**config.mk**
```make
export PLATFORM = sky130hd
export DESIGN_NAME = sr_cmd_conditioner
export DESIGN_NICKNAME = d
export VERILOG_FILES = /design/src/rtl/sr_pkg.sv /design/src/rtl/sync_debounce.sv /design/src/rtl/sr_cmd_conditioner.sv
export SDC_FILE = /design/constraint.sdc
export NUM_CORES = 1
export LEC_CHECK = 0
export CORE_ASPECT_RATIO = 1.2
export CORE_UTILIZATION = 56
export DETAILED_ROUTE_END_ITERATION = 8
export GPL_TIMING_DRIVEN = 0
export PLACE_DENSITY_LB_ADDON = 0.1
export SLEW_MARGIN = 20
export SYNTH_ARGS = -nofsm -noshare
export SYNTH_HDL_FRONTEND = slang
export SYNTH_HIERARCHICAL = 1
export SYNTH_SLANG_ARGS = --single-unit
```
**constraint.sdc**
```tcl
create_clock -name clk -period 1.9 [get_ports clk]
set_input_delay 0.38 -clock clk [delete_from_list [all_inputs] [get_ports clk]]
set_output_delay 0.38 -clock clk [all_outputs]
set_load 0.01 [all_outputs]
```
**src/rtl/sr_pkg.sv**
```systemverilog
// Shared types and constants for the SR command conditioning path.
package sr_pkg;

    localparam int unsigned CNT_W = 4;

    typedef enum logic [1:0] {
        IDLE,
        SET_PULSE,
        RESET_PULSE,
        GAP
    } sr_state_e;

endpackage

```
**src/rtl/sync_debounce.sv**
```systemverilog
// Two-flop synchroniser, stability debouncer and rising-edge detector for one
// raw button level; emits a single-cycle request per accepted press.
module sync_debounce
    import sr_pkg::*;
#(
    parameter int unsigned DEBOUNCE_CYCLES = 4
) (
    input  logic clk,
    input  logic rst_n,
    input  logic din,
    output logic req
);

    logic             sync1_q;
    logic             sync2_q;
    logic             deb_q, deb_d;
    logic             deb_dly_q;
    logic [CNT_W-1:0] cnt_q, cnt_d;

    // Counter only advances while the synchronised level disagrees with the
    // accepted level; any agreement restarts the stability window.
    always_comb begin
        deb_d = deb_q;
        cnt_d = '0;
        if (sync2_q != deb_q) begin
            if (cnt_q == CNT_W'(DEBOUNCE_CYCLES - 1)) begin
                deb_d = sync2_q;
            end else begin
                cnt_d = cnt_q + CNT_W'(1);
            end
        end
    end

    always_ff @(posedge clk or negedge rst_n) begin
        if (!rst_n) begin
            sync1_q   <= 1'b0;
            sync2_q   <= 1'b0;
            deb_q     <= 1'b0;
            deb_dly_q <= 1'b0;
            cnt_q     <= '0;
        end else begin
            sync1_q   <= din;
            sync2_q   <= sync1_q;
            deb_q     <= deb_d;
            deb_dly_q <= deb_q;
            cnt_q     <= cnt_d;
        end
    end

    assign req = deb_q & ~deb_dly_q;

endmodule

```
**src/rtl/sr_cmd_conditioner.sv**
```systemverilog
// Turns debounced set/reset presses into fixed-width, mutually exclusive
// s/r pulses for the SR stage; colliding requests are dropped and flagged.
module sr_cmd_conditioner
    import sr_pkg::*;
#(
    parameter int unsigned DEBOUNCE_CYCLES = 4,
    parameter int unsigned PULSE_CYCLES    = 2
) (
    input  logic clk,
    input  logic rst_n,
    input  logic set_btn,
    input  logic reset_btn,
    output logic s,
    output logic r,
    output logic busy,
    output logic conflict
);

    logic             set_req;
    logic             reset_req;
    logic             eff_set;
    logic             eff_reset;

    sr_state_e        state_q, state_d;
    logic [CNT_W-1:0] pcnt_q, pcnt_d;
    logic             set_pend_q, set_pend_d;
    logic             reset_pend_q, reset_pend_d;
    logic             s_q, s_d;
    logic             r_q, r_d;
    logic             busy_q, busy_d;
    logic             conflict_q, conflict_d;

    sync_debounce #(.DEBOUNCE_CYCLES(DEBOUNCE_CYCLES)) u_set_deb (
        .clk  (clk),
        .rst_n(rst_n),
        .din  (set_btn),
        .req  (set_req)
    );

    sync_debounce #(.DEBOUNCE_CYCLES(DEBOUNCE_CYCLES)) u_reset_deb (
        .clk  (clk),
        .rst_n(rst_n),
        .din  (reset_btn),
        .req  (reset_req)
    );

    assign eff_set   = set_req | set_pend_q;
    assign eff_reset = reset_req | reset_pend_q;

    always_comb begin
        state_d      = state_q;
        pcnt_d       = pcnt_q;
        set_pend_d   = set_pend_q;
        reset_pend_d = reset_pend_q;
        conflict_d   = 1'b0;

        case (state_q)
            IDLE: begin
                // Everything visible in IDLE is consumed here, served or rejected.
                set_pend_d   = 1'b0;
                reset_pend_d = 1'b0;
                pcnt_d       = '0;
                if (eff_set && eff_reset) begin
                    conflict_d = 1'b1;
                end else if (eff_set) begin
                    state_d = SET_PULSE;
                end else if (eff_reset) begin
                    state_d = RESET_PULSE;
                end
            end
            SET_PULSE, RESET_PULSE: begin
                if (pcnt_q == CNT_W'(PULSE_CYCLES - 1)) begin
                    state_d = GAP;
                    pcnt_d  = '0;
                end else begin
                    pcnt_d = pcnt_q + CNT_W'(1);
                end
            end
            GAP: begin
                state_d = IDLE;
            end
            default: begin
                state_d = IDLE;
            end
        endcase

        if (state_q != IDLE) begin
            if (set_req)   set_pend_d   = 1'b1;
            if (reset_req) reset_pend_d = 1'b1;
        end

        s_d    = (state_d == SET_PULSE);
        r_d    = (state_d == RESET_PULSE);
        busy_d = (state_d != IDLE);
    end

    always_ff @(posedge clk or negedge rst_n) begin
        if (!rst_n) begin
            state_q      <= IDLE;
            pcnt_q       <= '0;
            set_pend_q   <= 1'b0;
            reset_pend_q <= 1'b0;
            s_q          <= 1'b0;
            r_q          <= 1'b0;
            busy_q       <= 1'b0;
            conflict_q   <= 1'b0;
        end else begin
            state_q      <= state_d;
            pcnt_q       <= pcnt_d;
            set_pend_q   <= set_pend_d;
            reset_pend_q <= reset_pend_d;
            s_q          <= s_d;
            r_q          <= r_d;
            busy_q       <= busy_d;
            conflict_q   <= conflict_d;
        end
    end

    assign s        = s_q;
    assign r        = r_q;
    assign busy     = busy_q;
    assign conflict = conflict_q;

endmodule
```
==> impl_metrics.toml <==
[timing]
finalHoldViolCount = 0
rsz0062_at_grt = "no"
relSlewSlack = 0.599
hold_ws_ns = 0.0410
worst_slew_pin_slew_ns = 0.601
fmaxAchievable_ghz = 0.608
fin_setup_tns_ns = 0
finalSetupViolations = 0
period_share = 0.866
final.setup_skew_ns = 0.00666
layout_min_cycle_time_ns = 1.64
drv_slew = 0

[floorplanning]
start_util = 0.595
pin_count = 8
coreArea_sq_mm = 0.00205
die_h_microns = 53.1
fp.dieW_microns = 44.6
rows = 18
fp.dieArea_sq_mm = 0.00237

[finish]
area_delta_synth_final_pct = 11.4
seqCellArea_sq_um = 701
most-common-layout-cells = "28 x dfrtp_1, 7 x nor2_1"
diodes = 0
fin_nets = 124
nFillCells = 173
drive_above_1_share = 0.142
multiInputGateArea_sq_um = 500
final_common_cell = "dfrtp_1"

[worst_setup_path]
crit_slowest_cell = "dfrtp_1"
cp.arrival_ns = 1.88
worstPathMaxFanout = 7
crit_path_end_kind = "flop"
r2r-start = "state_q[0]"
cp_cell_sequence = "inv_1 -> ha_1 -> nor2b_1 -> o21ai_0 -> and3_1"
critPathLaunch = "state_q[0]"
critPathBufInv = 1
max_stage_delay_ns = 0.49
path_class = "reg2reg"
cp-start-kind = "flop"
r2r_slack_ns = 0.26
cp_data_required_time_ns = 2.13
cp_top_family = "flip-flops"

[clock_network]
ctsResizeCount = 0
cts_buffers = 3
postCtsSetupBuffers = 0
cts_buffer_depth = 2
cts_htree_levels = 1
clkTransAtPathRegs_ns = 0.15
cts_tree = "done"
cts_root_buffer = "clkbuf_4"
clkSinkCount = 28
clk_latency_ns = 0.32
cts-hold-fix-buffers = 0

[detailed_routing]
vias_per_cell = 5.40
first_iter_violations = 12
wl_per_cell_microns = 12.9
vias = 772
wl_microns = 1850
ant_nets = 0
remaining_drc_errors = 0
dr.pass1.iters = 4

[grt]
grt_pass1_wl_microns = 3080
grt_max_degree = 29
grtUsageTotal = 0.179
grt-ovfl-total = 0
antenna_found_initial = 0
grt_pass1_vias = 766

[logic_synthesis]
yosys.area_share.simple = 0.219
syn_area_sq_mm = 0.00122
synthCells = 102
synthAdderAreaFrac = 0.0615
synth_warnings = 6
synth-compound-area-share = 0.0964
syn_area_per_cell_sq_um = 12.0
yosysSeqAreaShare = 0.574
synth_top_family_by_area = "simple AND/OR/NAND/NOR gates"
synth.distinct_cells = 32
synthXorXnorAreaFrac = 0.0144
synth.mux.area_fraction = 0.0185
ys_ff_latch = 28
synth_fp_nets = 112

[placed_design]
place.port_buffers = 7
place_hpwl_microns = 1370
gp_congestion = 0.740

[power_and_ir_drop]
p_leak_nw = 0.618
power_density_mw_per_mm2 = 1400
ir_drop_v = 0.000861

[status]
status = "finished, final reports clean"

[worst_hold_path]
min_path_type = "in2async"

[run]
drv_cap = 0
[through the flow]
stage / power (mW) / area (sq um) / setup WS, ns / utilization / std cells
finish: 1.91 / 1360 / 0.255 / 0.663 / 143
global route: 2.04 / 1360 / 0.112 / 0.663 / 143
CTS: 1.93 / 1360 / 0.258 / 0.663 / 143
detailed placement: 1.64 / 1320 / 0.289 / 0.645 / 139
global placement: 1.60 / 1330 / 0.0629 / 0.648 / 139
floorplan: 1.42 / 1220 / 0.477 / - / 102
[synthesized netlist by cell type]
library cell | n | area, sq um
a21oi_2 | 1 | 8.76
nor4_1 | 1 | 6.26
ha_1 | 6 | 75.1
nor3b_2 | 3 | 37.5
nor2_1 | 7 | 26.3
o21bai_1 | 1 | 7.51
and3_1 | 1 | 6.26
nand2_1 | 6 | 22.5
and4_1 | 2 | 17.5
nor4_2 | 2 | 25.0
nor3_1 | 2 | 10.0
nor2_2 | 1 | 6.26
nor3b_1 | 1 | 7.51
a21o_1 | 1 | 7.51
and4bb_1 | 1 | 12.5
mux2_2 | 2 | 22.5
o22ai_1 | 1 | 6.26
xnor2_1 | 2 | 17.5
o21ai_0 | 2 | 10.0
a21oi_1 | 6 | 30.0
dfrtp_1 | 28 | 701
o41ai_1 | 2 | 17.5
a31oi_2 | 1 | 12.5
o21ai_1 | 2 | 10.0
o31ai_1 | 1 | 7.51
nand3b_1 | 2 | 15.0
inv_1 | 5 | 18.8
nor2b_1 | 5 | 31.3
nand2b_1 | 3 | 18.8
or2_4 | 1 | 8.76
or3_1 | 1 | 6.26
nand3_1 | 2 | 10.0
[final timing paths]
path,to,cells past startpoint
max reg2reg,s,5
min in group clk,u_reset_deb/sync2_q,0
min,u_set_deb/cnt_q[0],1
min reg2reg,u_reset_deb/sync2_q,0
max,s,5
max in group asynchronous,conflict,1
[report_power, final]
part	switching (mW)	internal (mW)	total, mW
sequential	0.124	0.761	0.884
clock	0.170	0.117	0.287
combinational	0.386	0.350	0.737
[worst register-to-register path: cells and delay by family, from the launching register on]
family                   cells  cell delay (ns)
adder cells (fa/ha/maj)      1             0.31
buffers and inverters        1             0.08
flip-flops                   1             0.49
AND/OR/NAND/NOR              2             0.49
AO/OA/AOI/OAI                1             0.18
[sequential cells by signal, indices dropped and copies added (netlist names), 2 cells and up]
register           cells
u_set_deb/cnt_q        4
u_reset_deb/cnt_q      4
pcnt_q                 4
state_q                2
[metal layers]
layer  vias to the layer above  part of all wire  track usage
met4                         0            0.0043       0.0606
li1                        386                 -            -
met1                       375              0.44        0.203
met2                         9              0.53        0.338
met3                         2             0.025       0.0205
met5                         -                 0            0
[cells by family after synthesis]
logic type / after synthesis
mux: 2
flops: 28
xor+xnor: 2
simple gates: 41
buf+inv: 5
compound gates: 18
fa+ha+maj: 6
[cell type report]
| type | count | share of cell area |
|---|---|---|
| Clock buffer | 4 | 0.0267 |
| Inverter | 5 | 0.0138 |
| Multi-Input combinational cell | 69 | 0.368 |
| Sequential cell | 28 | 0.516 |
| Tap cell | 30 | 0.0276 |
| Timing Repair Buffer | 7 | 0.0479 |
Note: power is estimated with default switching activity, not from simulation.
